<file path="config.mk">
export PLATFORM = sky130hd
export DESIGN_NAME = mem_stage
export DESIGN_NICKNAME = d
export VERILOG_FILES = /design/src/rtl/mem_stage.sv
export SDC_FILE = /design/constraint.sdc
export NUM_CORES = 1
export LEC_CHECK = 0
export CAP_MARGIN = 20
export CORE_ASPECT_RATIO = 0.7
export CORE_UTILIZATION = 42
export DETAILED_ROUTE_END_ITERATION = 8
export PLACE_DENSITY_LB_ADDON = 0.05
export SLEW_MARGIN = 15
export SYNTH_ARGS = -nofsm -noshare
export SYNTH_HDL_FRONTEND = slang
export SYNTH_SLANG_ARGS = --single-unit
</file>
<file path="constraint.sdc">
create_clock -name clk -period 3.96 [get_ports clk]
set_input_delay 0.792 -clock clk [delete_from_list [all_inputs] [get_ports clk]]
set_output_delay 0.792 -clock clk [all_outputs]
set_load 0.03 [all_outputs]
</file>
<file path="src/rtl/mem_stage.sv">
// Memory stage: passes ALU/PC results through, or runs one data-memory access
// per instruction with a request/ack handshake and load extraction.
module mem_stage (
  input  logic        clk,
  input  logic        rst,
  input  logic        EXE_valid,
  input  logic [31:0] EXE_ALU_out,
  input  logic [31:0] EXE_pc_to_reg,
  input  logic [31:0] EXE_rs2_data,
  input  logic [4:0]  EXE_rd_addr,
  input  logic [2:0]  EXE_funct3,
  input  logic        EXE_MemRead,
  input  logic        EXE_MemWrite,
  input  logic        EXE_RegWrite,
  input  logic        EXE_PCtoReg,
  output logic        MEM_stall,
  output logic        DM_req,
  output logic [3:0]  DM_we,
  output logic [31:0] DM_addr,
  output logic [31:0] DM_wdata,
  input  logic [31:0] DM_rdata,
  input  logic        DM_ack,
  output logic        MEM_valid,
  output logic [31:0] MEM_rd_data,
  output logic [4:0]  MEM_rd_addr,
  output logic        MEM_RegWrite,
  output logic        MEM_err
);

  typedef enum logic {IDLE, WAIT} state_t;
  state_t state, state_next;

  logic       pend_load;
  logic       pend_regwrite;
  logic [4:0] pend_rd;
  logic [2:0] pend_funct3;
  logic [1:0] pend_lo;

  logic        accept;
  logic        is_mem;
  logic        illegal;
  logic        misaligned;
  logic        acc_err;
  logic [1:0]  lo;
  logic [3:0]  store_we;
  logic [31:0] store_wdata;
  logic [31:0] load_data;
  logic [7:0]  ld_byte;
  logic [15:0] ld_half;

  assign lo        = EXE_ALU_out[1:0];
  assign accept    = EXE_valid && (state == IDLE);
  assign is_mem    = EXE_MemRead || EXE_MemWrite;
  assign MEM_stall = (state == WAIT);

  // Stores only have B/H/W encodings; loads additionally allow BU/HU.
  always_comb begin
    illegal    = 1'b0;
    misaligned = 1'b0;
    if (EXE_MemRead && EXE_MemWrite) illegal = 1'b1;
    case (EXE_funct3)
      3'b000:         misaligned = 1'b0;
      3'b001:         misaligned = lo[0];
      3'b010:         misaligned = (lo != 2'b00);
      3'b100:         illegal    = illegal || EXE_MemWrite;
      3'b101: begin
        illegal    = illegal || EXE_MemWrite;
        misaligned = lo[0];
      end
      default:        illegal    = 1'b1;
    endcase
  end

  assign acc_err = is_mem && (illegal || misaligned);

  always_comb begin
    store_we    = 4'b1111;
    store_wdata = EXE_rs2_data;
    case (EXE_funct3[1:0])
      2'b00: begin
        store_we    = 4'b0001 << lo;
        store_wdata = {4{EXE_rs2_data[7:0]}};
      end
      2'b01: begin
        store_we    = 4'b0011 << lo;
        store_wdata = {2{EXE_rs2_data[15:0]}};
      end
      default: ;
    endcase
  end

  assign ld_byte = DM_rdata[8*pend_lo +: 8];
  assign ld_half = pend_lo[1] ? DM_rdata[31:16] : DM_rdata[15:0];

  always_comb begin
    case (pend_funct3)
      3'b000:  load_data = {{24{ld_byte[7]}}, ld_byte};
      3'b001:  load_data = {{16{ld_half[15]}}, ld_half};
      3'b100:  load_data = {24'd0, ld_byte};
      3'b101:  load_data = {16'd0, ld_half};
      default: load_data = DM_rdata;
    endcase
  end

  always_ff @(posedge clk) begin
    if (rst) state <= IDLE;
    else     state <= state_next;
  end

  always_comb begin
    state_next = state;
    case (state)
      IDLE: if (accept && is_mem && !acc_err) state_next = WAIT;
      WAIT: if (DM_ack) state_next = IDLE;
      default: state_next = IDLE;
    endcase
  end

  // Datapath registers; MEM_valid is cleared every cycle unless a result retires.
  always_ff @(posedge clk) begin
    if (rst) begin
      DM_req        <= 1'b0;
      DM_we         <= 4'd0;
      DM_addr       <= 32'd0;
      DM_wdata      <= 32'd0;
      MEM_valid     <= 1'b0;
      MEM_rd_data   <= 32'd0;
      MEM_rd_addr   <= 5'd0;
      MEM_RegWrite  <= 1'b0;
      MEM_err       <= 1'b0;
      pend_load     <= 1'b0;
      pend_regwrite <= 1'b0;
      pend_rd       <= 5'd0;
      pend_funct3   <= 3'd0;
      pend_lo       <= 2'd0;
    end else begin
      MEM_valid <= 1'b0;
      if (accept) begin
        if (!is_mem) begin
          MEM_valid    <= 1'b1;
          MEM_rd_data  <= EXE_PCtoReg ? EXE_pc_to_reg : EXE_ALU_out;
          MEM_rd_addr  <= EXE_rd_addr;
          MEM_RegWrite <= EXE_RegWrite && (EXE_rd_addr != 5'd0);
          MEM_err      <= 1'b0;
        end else if (acc_err) begin
          MEM_valid    <= 1'b1;
          MEM_rd_data  <= 32'd0;
          MEM_rd_addr  <= EXE_rd_addr;
          MEM_RegWrite <= 1'b0;
          MEM_err      <= 1'b1;
        end else begin
          DM_req        <= 1'b1;
          DM_addr       <= {EXE_ALU_out[31:2], 2'b00};
          DM_we         <= EXE_MemWrite ? store_we : 4'b0000;
          DM_wdata      <= store_wdata;
          pend_load     <= EXE_MemRead;
          pend_regwrite <= EXE_RegWrite && (EXE_rd_addr != 5'd0);
          pend_rd       <= EXE_rd_addr;
          pend_funct3   <= EXE_funct3;
          pend_lo       <= lo;
        end
      end else if (state == WAIT && DM_ack) begin
        DM_req       <= 1'b0;
        MEM_valid    <= 1'b1;
        MEM_rd_addr  <= pend_rd;
        MEM_err      <= 1'b0;
        MEM_RegWrite <= pend_load && pend_regwrite;
        if (pend_load) MEM_rd_data <= load_data;
      end
    end
  end

endmodule

</file>
* Word-level counts from Yosys, hierarchy flattened
Index checks and enable logic that the tools add are counted.
** Storage, ports and cells
- Memories kept :: 0
- Output and inout port bits :: 110
- Word-level logic and storage cells :: 93
- Memory bits (read-only) :: 0
- Bits in writable memories :: 0
- Input port bits :: 144
- Latch bits :: 0
- Register bits :: 120
** Cells by class
- Multiply operators :: 0
- Magnitude comparators :: 0
- Eq/ne operators :: 11
- Shift-type cells :: 3
- Bitwise gates (word level) :: 2
- Reductions and logical operators :: 26
- Divide/modulo/power cells :: 0
- Add/subtract/negate cells :: 0
- Muxes and demuxes :: 36
** Operator list (count)
- $mux W32 :: 6
- $pmux W32 S4 :: 1
- $pmux W32 S2 :: 1
- $shiftx A32 B6 Y8 :: 1
- $mux W5 :: 4
- $mux W1 :: 18
- $mux W16 :: 1
- $eq A3 B3 Y1 const B :: 4
- $reduce_and A3 Y1 :: 3
- $logic_and A1 B1 Y1 :: 8
- $pmux W4 S2 :: 1
- $eq A3 B1 Y1 const B :: 2
- $logic_not A3 Y1 :: 2
- $pmux W1 S2 :: 3
- $reduce_bool A2 Y1 :: 3
- $reduce_bool A5 Y1 :: 1
- $mux W4 :: 1
- $reduce_or A2 Y1 :: 2
- $shl A1 B2 Y4 const A :: 1
- $shl A2 B2 Y4 const A :: 1
- $eq A3 B2 Y1 const B :: 1
- $logic_or A1 B1 Y1 :: 3
- $ne A3 B2 Y1 const B :: 1
- $reduce_or A3 Y1 :: 1
- other kinds (7) :: 8

* Depth between registers and ports, before layout
Gate-level depths: netlist of the first run.
- Depth after elaboration :: 10
- Depth in mapped cells :: 8
- Depth with buffers taken out :: 5

* Worst setup path after synthesis of the first run
Ideal clock, no wire load.
- Path kind :: input to register
- Start :: input port EXE_ALU_out[1]
- End :: register MEM_rd_data[15]
- Data arrival time :: 2090 ps
- Stages on the path :: 8
- Buffers on the path :: 3
- Library setup time :: 145 ps
- Setup slack :: 1724 ps
- Required time :: 3815 ps
- Path through :: buf_6 -> nor4_4 -> nor3_2 -> a311o_1 -> buf_6 -> buf_6 -> nor2_1 -> a311oi_2
** On the way
- Longest elaborated chain between the ends :: 6
** Ends and longest elaborated chain
- start: declaration :: RTL line 7 : input logic [31:0] EXE_ALU_out,
- $reduce_bool A2 Y1 :: RTL line 64 : 3'b010: misaligned = (lo != 2'b00);
- $pmux W1 S2 :: RTL line 61 : case (EXE_funct3)
- $logic_or A1 B1 Y1 :: RTL line 74 : assign acc_err = is_mem && (illegal || misaligned);
- $logic_and A1 B1 Y1 :: RTL line 74
- $ne A3 B2 Y1 (no line)
- $reduce_and A3 Y1 (no line)
- end signal: assignment :: RTL line 141 : MEM_rd_data <= EXE_PCtoReg ? EXE_pc_to_reg : EXE_ALU_out;
- end signal: assignment :: RTL line 168 : if (pend_load) MEM_rd_data <= load_data;
- end: declaration :: RTL line 24 : output logic [31:0] MEM_rd_data,
Every way passes these cells.
A chain may end at the register's enable or synchronous reset.

* Final worst setup path of the first run
- Start :: input port EXE_MemWrite
- End :: register DM_addr[9]
** On the way
- Longest elaborated chain between the ends :: 8
- Elaborated cells between the ends (all ways) :: 9
- Classes of those cells :: 2 x mux; 1 x bitwise; 6 x reduce/logical
** Ends and longest elaborated chain
- start: declaration :: RTL line 13 : input logic EXE_MemWrite,
- $logic_and A1 B1 Y1 :: RTL line 60 : if (EXE_MemRead && EXE_MemWrite) illegal = 1'b1;
- $mux W1 :: RTL line 60
- $logic_or A1 B1 Y1 :: RTL line 65, 67
- $pmux W1 S2 :: RTL line 61
- $logic_or A1 B1 Y1 :: RTL line 74
- $logic_and A1 B1 Y1 :: RTL line 74
- $not A1 Y1 (no line)
- $reduce_and A3 Y1 (no line) *
- end signal: assignment :: RTL line 153 : DM_addr <= {EXE_ALU_out[31:2], 2'b00};
- end: declaration :: RTL line 19 : output logic [31:0] DM_addr,
Mark *: on every way between the ends. The rest lies on a longest branch, timed or not.

==> reports/summary.txt, run 1 <==
outcome -> completed
crit path DAT -> 3210 ps
Post-route DRC -> 0
GP Congestion -> 0.8704
yosys warns -> 0
Layout Skew -> 9.146 ps
drt pass-1 iters -> 5
Slew @ Worst Pin -> 987.7 ps
Root Driver -> clkbuf_16
Most used DFF post-synth -> dfxtp_1
switching power total -> 0.001004 W
Final ANT Viol Nets -> 0
TNS Setup -> 0 ps
headroom to the max-slew limit -> 0.3415
H-Tree Level Count -> 4
fin crit share -> 0.7280
mux cell area share after synthesis -> 0.1104
Cells after Synth -> 757
worst endpoint required time -> 4290 ps
simple-gate share of the synthesized area -> 0.2051
final WL -> 21570 um
GR Util met3 -> 0.07991
startpoint types -> input pin
Pint -> 0.002523 W
Iter 0 DRT Violations -> 437
Post-CTS Resized -> 0
Comb pwr share -> 0.221
RSZ-0062 raised after global routing -> false
DIE AREA -> 0.01490 mm2
Hold WC Path Type -> reg -> reg
hold buffers post-CTS -> 0
Finished Core Util -> 0.6528
Crit Path Category -> in -> reg
Yosys reg bits -> 120
main combinational cell family by area after synthesis -> compound AO/OA/AOI/OAI gates
Post-DP HPWL -> 15990 um
final hold slack -> 453.0 ps
Seq pwr share -> 0.372
Finished Layout Cells -> 1173
Final nets -> 1117
Clock Power Share -> 0.407
number of global-route vias before repair -> 5975
cells along the critical path -> clkdlybuf4s50_1 -> nor3b_1 -> o21a_1 -> o21a_4 -> buf_4 -> nand2_1 -> a21oi_1
met2 GRT Util -> 0.4371
CTS Buf Count -> 17
GRT Residual Overflow -> 0
Initial Util -> 0.4320
GR peak layer -> met2
post-synthesis compound-gate area fraction -> 0.2280
Worst Path Max Fanout -> 46
via count -> 6379
Max Clock Freq -> 346.9 MHz
grt met1 use -> 0.3982
io pins -> 254
Final Slew Violations -> 0
largest net degree at the start of global routing -> 78
Leakage -> 3.268 nW
Setup crit end kind -> flip-flop
dpl cells -> 1143
Post-Synth Adder-Cell Area -> 0
Power Dens Cells -> 385.7 mW/mm2
row cnt -> 36
Sw Share -> 0.2846
CTS Sinks -> 120
Max Cap Viol -> 0
# diodes -> 0
Mean Syn Cell Area -> 7.995 um2
global-route wire length before repair -> 32610 um
detail-routed via count per cell -> 5.438
die width -> 145.5 um
postcts setup bufs -> 0
Worst path slowest cell -> clkdlybuf4s50_1
layout cells sized above 1 -> 0.08037
core outline area -> 0.01401 mm2
Area Overhead vs Synth -> 51.11%
TritonCTS clock tree -> done
initial antenna violation count -> 0
die height -> 102.4 um
PortBufs -> 251
Post-synth EDFFs -> 0
Peak supply drop -> 0.3078 mV
maximum clock path buffer count -> 2
Routed wire per std cell -> 18.39 um
clk_lat worst skew -> 410 ps
CP max stage delay -> 640 ps
Final setup viols -> 0
GRT Util Overall -> 0.2872
Hold Vio Cnt, Final -> 0
Clk pin slew, worst setup/hold paths -> 60 ps
Final min period -> 2883 ps
Post-synth ARST share -> 0
Synth cell types -> 39
sequential element share of the synthesized area -> 0.3969
Post-Synth XOR/XNOR Area -> 0
Synth Cell Area -> 0.006052 mm2
worst max-delay path, delay by kind of cell:
family                 cells  cell delay (ps)
AND/OR/NAND/NOR            2              450
buffers and inverters      2             1000
AO/OA/AOI/OAI              3              970
synth_stat cells, types with 7 or more instances:
master	count	share of area
a311oi_1	23	0.033
o21ai_0	19	0.016
nor3_1	8	0.0066
buf_6	9	0.017
mux2i_1	51	0.084
nor2_1	89	0.055
o32a_1	7	0.012
clkbuf_1	38	0.024
nand2_1	175	0.11
a211oi_1	23	0.029
a31oi_1	9	0.0093
o221ai_1	7	0.010
buf_2	15	0.012
dfxtp_1	120	0.40
nor2b_1	11	0.011
a311oi_2	10	0.025
mux2_2	14	0.026
a21oi_1	92	0.076
cell families (layout without fill, tap and decap cells):
kind of cell / count (synthesis) / after routing
AND/OR/NAND/NOR: 301 / 301
AO/OA/AOI/OAI: 201 / 201
flip-flops: 120 / 120
buffers and inverters: 69 / 294
multiplexers: 65 / 65
other: 1 / 2
stage by stage:
step           power [W]  area (um2)  setup slack [ps]
6_report        0.003527        9145              1077
5_1_grt         0.003646        9145             873.7
4_1_cts         0.003541        9125              1016
3_5_place_dp    0.002106        8581             565.7
3_3_place_gp    0.002093        8581             690.1
2_1_floorplan   0.001747        6056              1724
cell usage in the layout (no fill, tap or decap), types with 2 or more instances in the layout:
| cell type | synthesis | final |
|---|---|---|
| clkdlybuf4s50_1 | 0 | 249 |
| dfxtp_1 | 120 | 120 |
| a311oi_1 | 23 | 23 |
| clkbuf_8 | 0 | 3 |
| o21ai_0 | 19 | 19 |
| clkinv_2 | 0 | 5 |
| mux2i_1 | 51 | 51 |
| nor2b_1 | 11 | 11 |
| conb_1 | 1 | 2 |
| buf_12 | 0 | 3 |
| a21oi_1 | 92 | 92 |
| a211oi_1 | 23 | 23 |
| o221ai_1 | 7 | 7 |
| nand3_1 | 3 | 3 |
| mux2_2 | 14 | 14 |
| a311oi_2 | 10 | 10 |
| o32a_1 | 7 | 7 |
| clkinvlp_4 | 0 | 3 |
| clkbuf_16 | 0 | 17 |
| nand2b_1 | 4 | 4 |
| or3_1 | 2 | 2 |
| nor3_2 | 2 | 2 |
| buf_4 | 3 | 12 |
| nor2_1 | 89 | 89 |
| o211ai_1 | 4 | 4 |
| nor3_1 | 8 | 8 |
| a31oi_1 | 9 | 9 |
| nand2_1 | 175 | 175 |
state kept, by name (all words and copies together) (netlist names), 2 cells and up:
name	flops
DM_addr	30
DM_we	4
pend_lo	2
DM_wdata	32
pend_funct3	3
MEM_rd_data	32
MEM_rd_addr	5
pend_rd	5
path summary, 6_finish.rpt:
kind / endpoint / start / cells past startpoint / slack, ps
worst min register to register: DM_addr[15]$_SDFFE_PP0P_ / DM_addr[15]$_SDFFE_PP0P_ / 2 / 450
worst max-delay path: DM_addr[9]$_SDFFE_PP0P_ / EXE_MemWrite / 7 / 1080
worst min-delay path: DM_addr[15]$_SDFFE_PP0P_ / DM_addr[15]$_SDFFE_PP0P_ / 2 / 450
worst max register to register: MEM_rd_data[22]$_SDFFE_PP0P_ / MEM_stall$_SDFF_PP0_ / 4 / 1660
cell type report:
| class | instances | area (um2) |
|---|---|---|
| fillers | 1179 | 4863 |
| multi-input cells | 569 | 3313 |
| clock inverters | 9 | 77.57 |
| flip-flops and latches | 120 | 2402 |
| well taps | 190 | 237.7 |
| clock buffers | 20 | 466.7 |
| repair buffers | 265 | 2648 |
power by group through the flow:
stage                     clock network (W)  logic [W]  registers, W
after CTS                           0.00146   0.000772       0.00131
after floorplan                           0   0.000297       0.00145
final                               0.00144   0.000778       0.00131
after global routing                0.00150   0.000829       0.00132
after global placement                    0   0.000758       0.00133
after detailed placement                  0   0.000768       0.00134
per-layer routing:
| metal | wire length (um) | part of all wire |
|---|---|---|
| met3 | 1908 | 0.088 |
| met5 | 0 | 0 |
| met2 | 9230 | 0.43 |
| met4 | 280 | 0.013 |
| met1 | 10150 | 0.47 |
No activity file was read; power rests on OpenSTA's default activity.
==> run 2, diff against run 1 <==
- clock period: 3.96 -> 2.9 ns (I/O delays scaled with it)
==> run 2 against run 1 <==
Critical path depth stayed put. Non-clock buffer count is 11 higher. Via count is 0.50% lower. Combinational power is 38% higher. Hold slack worse by 0.62 ps. Clock power is 44% higher. First-iteration DRC count is 2.5% higher. Register-to-register slack worse by 950 ps. Sequential cell count stayed put. Final cell count is 1.2% higher. Power is 40% higher.
==> reports/summary.txt, run 2 (same netlist as run 1, synthesis figures left out) <==
Layout Skew -> 9.784 ps
clk_lat worst skew -> 410 ps
Power Dens Cells -> 533.2 mW/mm2
Post-DP HPWL -> 16040 um
Routed wire per std cell -> 17.98 um
Final ANT Viol Nets -> 0
CTS Sinks -> 120
row cnt -> 36
postcts setup bufs -> 0
Max Clock Freq -> 424.3 MHz
final WL -> 21340 um
CTS Buf Count -> 17
Pwr Total -> 0.004936 W
Hold WC Path Type -> reg -> reg
detail-routed via count per cell -> 5.347
CP max stage delay -> 570 ps
Clk pin slew, worst setup/hold paths -> 60 ps
commonest non-fill, non-tap cell in the layout -> clkdlybuf4s50_1
Crit Path Category -> in -> reg
Setup crit end kind -> flip-flop
fin crit share -> 0.8126
# diodes -> 0
Initial Util -> 0.4320
Buf/Inv on CP -> 3
core outline area -> 0.01401 mm2
filler cell count -> 1138
TritonCTS clock tree -> done
H-Tree Level Count -> 4
startpoint types -> input pin
outcome -> completed
GRT Residual Overflow -> 0
headroom to the max-slew limit -> 0.5641
TNS Setup -> 0 ps
Slew @ Worst Pin -> 651.4 ps
hold buffers post-CTS -> 0
die height -> 102.4 um
Final Slew Violations -> 0
initial antenna violation count -> 0
DIE AREA -> 0.01490 mm2
Hold Vio Cnt, Final -> 0
PortBufs -> 251
most frequent cells in the layout -> 249 x clkdlybuf4s50_1, 175 x nand2_1, 120 x dfxtp_1
RSZ-0062 raised after global routing -> false
worst endpoint required time -> 3230 ps
largest net degree at the start of global routing -> 57
global-route wire length before repair -> 32600 um
crit path DAT -> 2690 ps
Area Overhead vs Synth -> 52.97%
Max Cap Viol -> 0
Crit path max-delay family -> buffers and inverters
drt pass-1 iters -> 5
GP Congestion -> 0.8752
Largest regs -> DM_wdata x32, MEM_rd_data x32, DM_addr x30
Final nets -> 1128
Iter 0 DRT Violations -> 448
via count -> 6347
Leakage -> 3.328 nW
Root Driver -> clkbuf_16
number of global-route vias before repair -> 5913
GRT Util Overall -> 0.2849
Post-CTS Resized -> 0
Final setup viols -> 0
cells along the critical path -> clkdlybuf4s50_1 -> a21oi_1 -> buf_4 -> o21ai_4 -> buf_4 -> nand2_1 -> a21oi_1
Peak supply drop -> 0.4026 mV
Worst Path Max Fanout -> 23
Final min period -> 2357 ps
Post-route DRC -> 0
Worst path slowest cell -> clkdlybuf4s50_1
die width -> 145.5 um
layout cells sized above 1 -> 0.09127
io pins -> 254
maximum clock path buffer count -> 2
-- run 2: layer usage --
| layer | wire length, um | GRT usage |
|---|---|---|
| met5 | 0 | 0 |
| met4 | 223 | 0.07773 |
| met3 | 2004 | 0.09107 |
| met2 | 9193 | 0.4223 |
| met1 | 9918 | 0.3970 |
-- run 2: layout make-up --
cell class / count / area [um2] / share of cell area
multi-input combinational: 569 / 3313 / 0.3579
timing repair buffer: 276 / 2730 / 0.2949
sequential: 120 / 2402 / 0.2595
clock buffer: 20 / 446.7 / 0.04825
tap: 190 / 237.7 / 0.02568
clock inverter: 12 / 127.6 / 0.01379
-- run 2: through the flow --
stage,util,hold slack (ps),setup WS [ps],instance area [um2],std cells
floorplan,-,436.6,876.4,6056,758
global placement,0.6199,442.1,251.2,8683,1155
detailed placement,0.6199,447.3,145.2,8683,1155
CTS,0.6609,453.5,576.0,9258,1187
global route,0.6609,477.9,429.9,9258,1187
finish,0.6609,452.4,543.4,9258,1187
-- run 2: path summary, 6_finish.rpt --
kind                            slack (ps)                        start                           to  cells past startpoint
worst min-delay path                   450     DM_addr[21]$_SDFFE_PP0P_     DM_addr[21]$_SDFFE_PP0P_                      2
worst max-delay path                   540               EXE_ALU_out[0]      pend_rd[1]$_SDFFE_PP0P_                      7
worst min register to register         450     DM_addr[21]$_SDFFE_PP0P_     DM_addr[21]$_SDFFE_PP0P_                      2
worst max register to register         710  pend_funct3[0]$_SDFFE_PP0P_  MEM_rd_data[3]$_SDFFE_PP0P_                      5
-- run 2: report_power, final --
part	internal, W	switching, W	total (W)
registers	0.00174	0.0000552	0.00179
logic	0.000494	0.000575	0.00107
clock network	0.00128	0.000791	0.00207
total	0.00351	0.00142	0.00494
-- run 2: worst register-to-register path, delay by kind of cell (launching register included) --
kind | cells | cell delay, ps
compound gates | 3 | 790
flops | 1 | 690
simple gates | 2 | 610
==> run 3, diff against run 2 <==
- clock period: 2.9 -> 2.4 ns (I/O delays scaled with it)
==> run 3 against run 2 <==
Final cell count up 1.2%. Hold slack gained 1.2 ps. First-iteration DRC count up 28%. Core utilization grew 1.5 points. Non-clock buffer count increased by 13. Register-to-register slack got worse by 320 ps.
==> reports/summary.txt, run 3 (same netlist as run 1, synthesis figures left out) <==
outcome -> completed
CTS Sinks -> 120
die width -> 145.5 um
clk_lat worst skew -> 430 ps
Worst Setup EP -> MEM_stall
initial antenna violation count -> 1
Final Slew Violations -> 0
headroom to the max-slew limit -> 0.6272
GP Congestion -> 0.9018
Post-route DRC -> 0
Crit path max-delay family -> buffers and inverters
final WL -> 21740 um
Largest regs -> DM_wdata x32, MEM_rd_data x32, DM_addr x30
CTS Buf Count -> 17
Peak supply drop -> 0.5025 mV
Reg2Reg Launch Point -> MEM_stall$_SDFF_PP0_
Worst Path Max Fanout -> 7
Final ANT Viol Nets -> 0
row cnt -> 36
Area Overhead vs Synth -> 56.34%
global-route wire length before repair -> 32890 um
Leakage -> 3.444 nW
Routed wire per std cell -> 18.10 um
crit path DAT -> 1650 ps
worst endpoint required time -> 1920 ps
detail-routed via count per cell -> 5.386
Hold Vio Cnt, Final -> 0
drt pass-1 iters -> 5
GRT Residual Overflow -> 0
sequential cell area -> 0.002402 mm2
final hold slack -> 453.6 ps
reg-to-reg slack, setup -> 390 ps
Hold WC Path Type -> reg -> reg
commonest non-fill, non-tap cell in the layout -> clkdlybuf4s50_1
DP Worst Slack -> -52.29 ps
maximum clock path buffer count -> 2
number of global-route vias before repair -> 6056
DIE AREA -> 0.01490 mm2
Crit Path Category -> reg -> out
Final setup viols -> 0
Initial Util -> 0.4320
TritonCTS clock tree -> done
Finished Core Util -> 0.6754
Clk pin slew, worst setup/hold paths -> 50 ps
die height -> 102.4 um
fin crit share -> 0.8856
core outline area -> 0.01401 mm2
largest net degree at the start of global routing -> 65
WP depth -> 1
cells along the critical path -> clkdlybuf4s50_1
via count -> 6468
Layout Skew -> 8.699 ps
Finished Layout Cells -> 1201
Post-DP HPWL -> 16210 um
PortBufs -> 251
CP max stage delay -> 730 ps
Slew @ Worst Pin -> 558.4 ps
io pins -> 254
final worst slack -> 274.6 ps
worst reg-to-reg path cell count -> 7
most frequent cells in the layout -> 249 x clkdlybuf4s50_1, 175 x nand2_1, 120 x dfxtp_1
Power Dens Cells -> 652.1 mW/mm2
dpl cells -> 1168
Reg-to-Reg End -> MEM_rd_data[26]$_SDFFE_PP0P_
filler cell count -> 1125
startpoint types -> flip-flop
Setup crit start -> MEM_stall$_SDFF_PP0_
Max Clock Freq -> 470.5 MHz
GRT Util Overall -> 0.2885
postcts setup bufs -> 0
Buf/Inv on CP -> 1
hold buffers post-CTS -> 0
Max Cap Viol -> 0
Worst path slowest cell -> clkdlybuf4s50_1
RSZ-0062 raised after global routing -> false
H-Tree Level Count -> 4
Final nets -> 1141
Setup crit end kind -> output port
layout cells sized above 1 -> 0.1040
Root Driver -> clkbuf_16
Iter 0 DRT Violations -> 573
Final min period -> 2125 ps
multi-input logic area -> 0.003313 mm2
Post-CTS Resized -> 0
-- run 3: report_power, final --
group / internal [W] / switching [W] / total, W / leakage, nW
registers: 0.00210 / 0.0000647 / 0.00217 / 0.979
logic: 0.000621 / 0.000702 / 0.00132 / 2.17
clock network: 0.00171 / 0.000967 / 0.00268 / 0.295
-- run 3: metrics by stage --
stage,instance area [um2],total power (W),TNS (ps)
6_report,9462,0.006170,0
3_5_place_dp,8843,0.003515,-94.13
5_1_grt,9459,0.006385,0
3_3_place_gp,8843,0.003493,0
4_1_cts,9459,0.006189,0
2_1_floorplan,6056,0.002883,0
-- run 3: final cells by class --
cell class              instances  share of cell area
diodes                          1           0.0002645
clock buffers                  21             0.04972
clock inverters                11             0.01534
multi-input cells             569              0.3502
flip-flops and latches        120              0.2539
well taps                     190             0.02513
repair buffers                289              0.3055
-- run 3: metal layers --
metal / routed length, um / part of all wire / GRT usage
met3: 2070 / 0.095 / 0.08929
met1: 9934 / 0.46 / 0.3993
met4: 200 / 0.0092 / 0.08016
met2: 9535 / 0.44 / 0.4331
met5: 0 / 0 / 0
-- run 3: worst min-delay path by stage --
stage	from	end	slack, ps	cells past startpoint
final	DM_addr[14]$_SDFFE_PP0P_	DM_addr[14]$_SDFFE_PP0P_	450	2
after global routing	DM_addr[13]$_SDFFE_PP0P_	DM_addr[13]$_SDFFE_PP0P_	480	2
after CTS	DM_addr[14]$_SDFFE_PP0P_	DM_addr[14]$_SDFFE_PP0P_	460	2
after detailed placement	DM_addr[14]$_SDFFE_PP0P_	DM_addr[14]$_SDFFE_PP0P_	450	2
after global placement	DM_req$_SDFFE_PP0P_	DM_req$_SDFFE_PP0P_	440	2
after floorplan	pend_regwrite$_SDFFE_PP0P_	pend_regwrite$_SDFFE_PP0P_	440	2
